<file path="config.mk">
export PLATFORM = sky130hd
export DESIGN_NAME = baz_pattern_tx
export DESIGN_NICKNAME = d
export VERILOG_FILES = /design/src/rtl/baz_defs.sv /design/src/rtl/baz_pattern_rom.sv /design/src/rtl/baz_pattern_tx.sv
export SDC_FILE = /design/constraint.sdc
export NUM_CORES = 1
export LEC_CHECK = 0
export ABC_AREA = 0
export CAP_MARGIN = 25
export CORE_MARGIN = 2
export CORE_UTILIZATION = 47
export CTS_CLUSTER_DIAMETER = 40
export CTS_CLUSTER_SIZE = 30
export DETAILED_ROUTE_END_ITERATION = 8
export PLACE_DENSITY = 0.78
export SKIP_CTS_REPAIR_TIMING = 1
export SLEW_MARGIN = 20
export SYNTH_ARGS = -nofsm -noshare
export SYNTH_HDL_FRONTEND = slang
export SYNTH_SLANG_ARGS = --single-unit
</file>
<file path="constraint.sdc">
create_clock -name clk -period 1.84 [get_ports clk]
set_clock_uncertainty 0.05 [all_clocks]
set_input_delay 0.46 -clock clk [delete_from_list [all_inputs] [get_ports clk]]
set_output_delay 0.46 -clock clk [all_outputs]
set_load 0.05 [all_outputs]
</file>
<file path="src/rtl/baz_defs.sv">
// Constants shared by the BAZ pattern transmitter and the det_baz detector.
package baz_defs;

   localparam int              CHAR_W      = 8;
   localparam int              WORD_LEN    = 3;
   localparam logic [23:0]     BAZ_PATTERN = "BAZ";
   localparam logic [7:0]      IDLE_CHAR   = 8'h20;

   typedef enum logic [1:0] {
      IDLE = 2'd0,
      SEND = 2'd1,
      GAP  = 2'd2,
      DONE = 2'd3
   } state_t;

endpackage

</file>
<file path="src/rtl/baz_pattern_rom.sv">
// Combinational character select: index 0 is the MSB character of PATTERN.
module baz_pattern_rom #(
   parameter int                        CHAR_W   = 8,
   parameter int                        WORD_LEN = 3,
   parameter int                        IDX_W    = 2,
   parameter logic [WORD_LEN*CHAR_W-1:0] PATTERN = "BAZ"
) (
   input  logic [IDX_W-1:0]  idx,
   output logic [CHAR_W-1:0] ch
);

   logic [CHAR_W-1:0] pattern_chars [WORD_LEN];

   genvar gi;
   generate
      for (gi = 0; gi < WORD_LEN; gi++) begin : g_chars
         assign pattern_chars[gi] = PATTERN[(WORD_LEN-1-gi)*CHAR_W +: CHAR_W];
      end
   endgenerate

   always_comb begin
      ch = '0;
      for (int i = 0; i < WORD_LEN; i++) begin
         if (idx == IDX_W'(i)) ch = pattern_chars[i];
      end
   end

endmodule

</file>
<file path="src/rtl/baz_pattern_tx.sv">
// Pattern transmitter: sends PATTERN rep_cnt times with gap idle characters between
// repetitions, honouring out_ready backpressure. All outputs are registered.
module baz_pattern_tx #(
   parameter int                                          CHAR_W    = baz_defs::CHAR_W,
   parameter int                                          WORD_LEN  = baz_defs::WORD_LEN,
   parameter logic [WORD_LEN*CHAR_W-1:0]                  PATTERN   = baz_defs::BAZ_PATTERN,
   parameter logic [CHAR_W-1:0]                           IDLE_CHAR = baz_defs::IDLE_CHAR,
   parameter int                                          CNT_W     = 8,
   parameter int                                          GAP_W     = 4
) (
   input  logic              clk,
   input  logic              rstn,
   input  logic              start,
   input  logic [CNT_W-1:0]  rep_cnt,
   input  logic [GAP_W-1:0]  gap,
   input  logic              abort,
   input  logic              out_ready,
   output logic [CHAR_W-1:0] out_char,
   output logic              out_valid,
   output logic              busy,
   output logic              done
);

   import baz_defs::*;

   localparam int IDX_W = (WORD_LEN > 1) ? $clog2(WORD_LEN) : 1;

   state_t            state_reg;
   logic [IDX_W-1:0]  idx_reg;
   logic [IDX_W-1:0]  idx_next;
   logic [IDX_W-1:0]  rom_addr;
   logic [CNT_W-1:0]  reps_left_reg;
   logic [GAP_W-1:0]  gap_reg;
   logic [GAP_W-1:0]  gap_left_reg;
   logic [CHAR_W-1:0] rom_char;
   logic              last_char;

   assign last_char = (idx_reg == IDX_W'(WORD_LEN-1));
   assign idx_next  = last_char ? '0 : idx_reg + 1'b1;
   // out_char is registered, so the ROM looks up the character for the coming cycle.
   assign rom_addr  = (state_reg == SEND) ? idx_next : '0;

   baz_pattern_rom #(
      .CHAR_W   (CHAR_W),
      .WORD_LEN (WORD_LEN),
      .IDX_W    (IDX_W),
      .PATTERN  (PATTERN)
   ) u_rom (
      .idx (rom_addr),
      .ch  (rom_char)
   );

   always_ff @(posedge clk or negedge rstn) begin
      if (!rstn) begin
         state_reg     <= IDLE;
         idx_reg       <= '0;
         reps_left_reg <= '0;
         gap_reg       <= '0;
         gap_left_reg  <= '0;
         out_char      <= IDLE_CHAR;
         out_valid     <= 1'b0;
         busy          <= 1'b0;
         done          <= 1'b0;
      end else begin
         done <= 1'b0;
         if (abort) begin
            state_reg <= IDLE;
            idx_reg   <= '0;
            out_char  <= IDLE_CHAR;
            out_valid <= 1'b0;
            busy      <= 1'b0;
         end else begin
            case (state_reg)
               IDLE: begin
                  if (start) begin
                     reps_left_reg <= rep_cnt;
                     gap_reg       <= gap;
                     idx_reg       <= '0;
                     if (rep_cnt == '0) begin
                        state_reg <= DONE;
                        done      <= 1'b1;
                     end else begin
                        state_reg <= SEND;
                        out_char  <= rom_char;
                        out_valid <= 1'b1;
                        busy      <= 1'b1;
                     end
                  end
               end
               SEND: begin
                  if (out_ready) begin
                     idx_reg <= idx_next;
                     if (!last_char) begin
                        out_char <= rom_char;
                     end else begin
                        reps_left_reg <= reps_left_reg - 1'b1;
                        if (reps_left_reg == CNT_W'(1)) begin
                           state_reg <= DONE;
                           done      <= 1'b1;
                           busy      <= 1'b0;
                           out_valid <= 1'b0;
                           out_char  <= IDLE_CHAR;
                        end else if (gap_reg == '0) begin
                           out_char <= rom_char;
                        end else begin
                           state_reg    <= GAP;
                           gap_left_reg <= gap_reg;
                           out_valid    <= 1'b0;
                           out_char     <= IDLE_CHAR;
                        end
                     end
                  end
               end
               GAP: begin
                  if (out_ready) begin
                     gap_left_reg <= gap_left_reg - 1'b1;
                     if (gap_left_reg == GAP_W'(1)) begin
                        state_reg <= SEND;
                        out_char  <= rom_char;
                        out_valid <= 1'b1;
                     end
                  end
               end
               DONE: state_reg <= IDLE;
               default: state_reg <= IDLE;
            endcase
         end
      end
   end

endmodule
</file>
==> flow_results.org <==
** Die
- The region available for standard cell placement spans 3420 sq um.
- Floorplan die height :: 64.3 um
- Chip Width :: 64.3 um
- Die Area :: 4130 sq um
- Effective utilization at floorplan :: 0.500
- Standard-cell row count :: 21
- Number of top-level design ports :: 28

** Logic synthesis
- The biggest area contributor in the post-synthesis netlist is sky130_fd_sc_hd__dfrtp_1.
- Averaged over all synthesized cells, the footprint is 9.28 sq um.
- Count of flip-flops with a built-in enable after synthesis :: 0
- Largest family of logic cells by synthesized area :: compound AO/OA/AOI/OAI gates
- Of the total synthesized cell area, the portion taken by AND, OR, NAND and NOR gates is 0.183.
- Xor-xnor portion of the synthesized cell area :: 0
- For this run, the leading register cell type out of synthesis is sky130_fd_sc_hd__dfrtp_1.
- The post-synthesis compound-gate area fraction is 0.243.
- Synthesis instantiated 49 different standard cells from the library.
- Adder and majority gate portion of the synthesized area :: 0.0293
- Most area-consuming cells after synthesis :: sky130_fd_sc_hd__dfrtp_1 (40%), sky130_fd_sc_hd__mux2_2 (4.6%), sky130_fd_sc_hd__nor2_1 (4.4%)
- The share of the Yosys chip area taken by registers is 0.411.
- Total number of yosys warnings :: 0
- After synthesis, the share of flip-flops with an asynchronous set or reset is 1.00.
- The share of synthesized area in the top cell type comes to 0.396.
- Measured against the total synthesized area, the mux share comes to 0.0726.
- After technology mapping, the gate count stands at 184.
- Flops & latches, synth :: 28
- Combined area of all synthesized cells :: 1710 sq um

** Hold path
- In this run the worst hold path is classified as in2reg.

** Clocking
- Counting along the longest clock path gives a buffer depth of 2.
- H-tree Lvls :: 1
- Clock tree synthesis inserted a total of 3 buffers.
- Number of clock sinks seen by CTS :: 28
- The clock reaches the later pin of the worst-skew pair after 330 ps.
- TritonCTS built the clock tree.
- CTS placed an instance of sky130_fd_sc_hd__clkbuf_4 at the clock tree root.
- After clock tree synthesis, the clock-pin slew on the worst setup and hold paths is 140 ps.

** Detailed routing
- Via/cell ratio :: 5.77
- Once detail routing completed, the nets flagged for antenna violations numbered 0.
- After detailed routing, the number of remaining DRC violations is 0.
- First drt pass iteration count :: 4
- In this run, the number of DRC markers left after iteration 0 of detailed routing was 67.
- Mean routed wirelength per cell :: 14.9 um
- For this block, the via count after detailed routing is 1684.
- Summed over all layers, the routed wires come to 4350 um.

** Worst setup path
- Type of the worst setup path :: reg2reg
- Along the worst path, the maximum fanout reaches 3.
- Worst endpoint required time :: 2040 ps
- STA classifies the critical path startpoint as a flip-flop.
- Arrival time at the worst endpoint :: 2180 ps
- STA classifies the critical path endpoint as a flip-flop.

** Finish
- Fill cells in the final layout number 254.
- Of the cells placed in the final design, the portion with a size suffix greater than 1 is 0.346.
- Relative area change from synthesis to final layout :: 41.6%
- Number of diodes :: 0
- Max FFs per register :: 8
- The library cell used most frequently in the layout, excluding fill and tap cells, is sky130_fd_sc_hd__buf_4.
- The library cells used most frequently in the layout, excluding fill and tap cells, are sky130_fd_sc_hd__buf_4 (53), sky130_fd_sc_hd__dfrtp_1 (27), sky130_fd_sc_hd__nor2_1 (19).
- The final layout contains 268 nets.

** Place
- Before CTS, the worst setup slack after placement is -598 ps.
- DPL Wire Length :: 3260 um
- The congestion estimate from routability-driven global placement came to 0.875.
- Port buffering added 25 buffers.

** STA
- Minimum clock period after layout :: 1980 ps
- Once routing completed, OpenROAD measured the worst setup slack at -138 ps.
- Number of endpoints with negative hold slack in the final report :: 0
- Setup repair after global routing could not meet its margin everywhere.
- The total count of max-transition violations in the final report came to 0.
- Setup violations remaining at the end of the flow were counted as 3.
- Based on the critical path, the design can be clocked at up to 505 MHz.
- Post-Route Hold Slack :: 390 ps
- Dividing the final minimum period by the clock period gives 1.08.

** Flow run
- Max-cap violations in this run came to 0.

** GRT
- The via count of the first global-routing pass is 1617.
- Remaining global-route overflow :: 0
- The first global-routing pass estimated 7390 um of wire.
- GR Util All Layers :: 0.224
- Initial antenna violation count :: 0
- Entering global routing, the biggest net connects 29 pins.

** Pwr
- In this run the power density over the cells is 875 nW/um^2.
- Largest voltage drop on the vdd net :: 473 uV
- For this design the static power due to leakage is 1.14 nW.
- Total power consumption of the routed design :: 0.00211 W

** Outcome
- The final reports fail on setup timing.
- Outcome :: finished with violations
-- routing by layer --
layer	vias up	global-route usage	share of wire
li1	804	-	-
met1	813	0.302	0.41
met2	61	0.383	0.52
met3	6	0.0229	0.057
met4	0	0.0665	0.0097
met5	-	0	0
-- synth_stat cells (2+ instances only) --
cell and instances:
sky130_fd_sc_hd__o21ai_0 15, sky130_fd_sc_hd__a21oi_1 11, sky130_fd_sc_hd__or3_1 2, sky130_fd_sc_hd__inv_1 9, sky130_fd_sc_hd__mux2_2 7, sky130_fd_sc_hd__nor2b_1 2
sky130_fd_sc_hd__nor2_1 20, sky130_fd_sc_hd__dfrtp_1 27, sky130_fd_sc_hd__o211ai_1 7, sky130_fd_sc_hd__mux2i_1 3, sky130_fd_sc_hd__clkbuf_1 4, sky130_fd_sc_hd__nand2_1 6
sky130_fd_sc_hd__a31oi_1 2, sky130_fd_sc_hd__ha_1 4, sky130_fd_sc_hd__nand3_1 3, sky130_fd_sc_hd__buf_2 5, sky130_fd_sc_hd__and2_1 3, sky130_fd_sc_hd__nand2b_1 5
sky130_fd_sc_hd__o31a_1 3, sky130_fd_sc_hd__a22o_1 3, sky130_fd_sc_hd__o32a_1 2, sky130_fd_sc_hd__o2bb2ai_1 3, sky130_fd_sc_hd__a22oi_1 4, sky130_fd_sc_hd__buf_4 3
sky130_fd_sc_hd__nor4_1 6, sky130_fd_sc_hd__o21a_1 2
-- through the flow --
stage                     setup TNS, ps  cell area, sq um  std cells  utilization
after global placement            -7020              2270        285        0.663
after detailed placement          -8670              2270        285        0.663
after global routing               -702              2420        292        0.708
after floorplan                   -2.35              1720        185            -
after CTS                         -1740              2300        289        0.674
final                              -383              2420        292        0.708
-- cells by family (layout without fill, tap and decap cells) --
logic type               count (synthesis)  count (layout)
AO/OA/AOI/OAI                           61              61
AND/OR/NAND/NOR                         57              57
flip-flops                              28              28
buffers and inverters                   22              83
multiplexers                            11              11
adder cells (fa/ha/maj)                  4               4
other                                    1               2
-- final cells by class --
class,count,area (sq um),area share
clock buffer,4,36.3,0.0150
inverter,9,33.8,0.0140
multi-input combinational,135,990,0.409
sequential,28,702,0.290
tap,46,57.6,0.0238
timing repair buffer,70,598,0.247
-- final timing paths --
check / endpoint / slack (ps) / from / cells after the start
setup reg to reg: out_char[5] / -140 / reps_left_reg[1] / 7
min in group asynchronous: gap_left_reg[3] / 440 / rstn / 2
setup / recovery: out_char[5] / -140 / reps_left_reg[1] / 7
max in group asynchronous: out_char[5] / 1000 / rstn / 2
hold reg to reg: out_char[1] / 480 / out_char[1] / 1
hold / removal: reps_left_reg[0] / 390 / rep_cnt[0] / 3
-- report_power, final --
part | internal, W | switching, W
combinational | 0.000485 | 0.000467
sequential | 0.000749 | 0.000117
clock | 0.000121 | 0.000175
total | 0.00136 | 0.000759
-- critical path: stages (launching register included) --
cell and delay [ps]:
sky130_fd_sc_hd__dfrtp_1 410, sky130_fd_sc_hd__inv_2 80, sky130_fd_sc_hd__ha_4 130, sky130_fd_sc_hd__or3b_4 380, sky130_fd_sc_hd__o21a_1 230, sky130_fd_sc_hd__o31a_1 320
sky130_fd_sc_hd__buf_4 140, sky130_fd_sc_hd__mux2i_2 160
(Power assumes the default switching activity.)
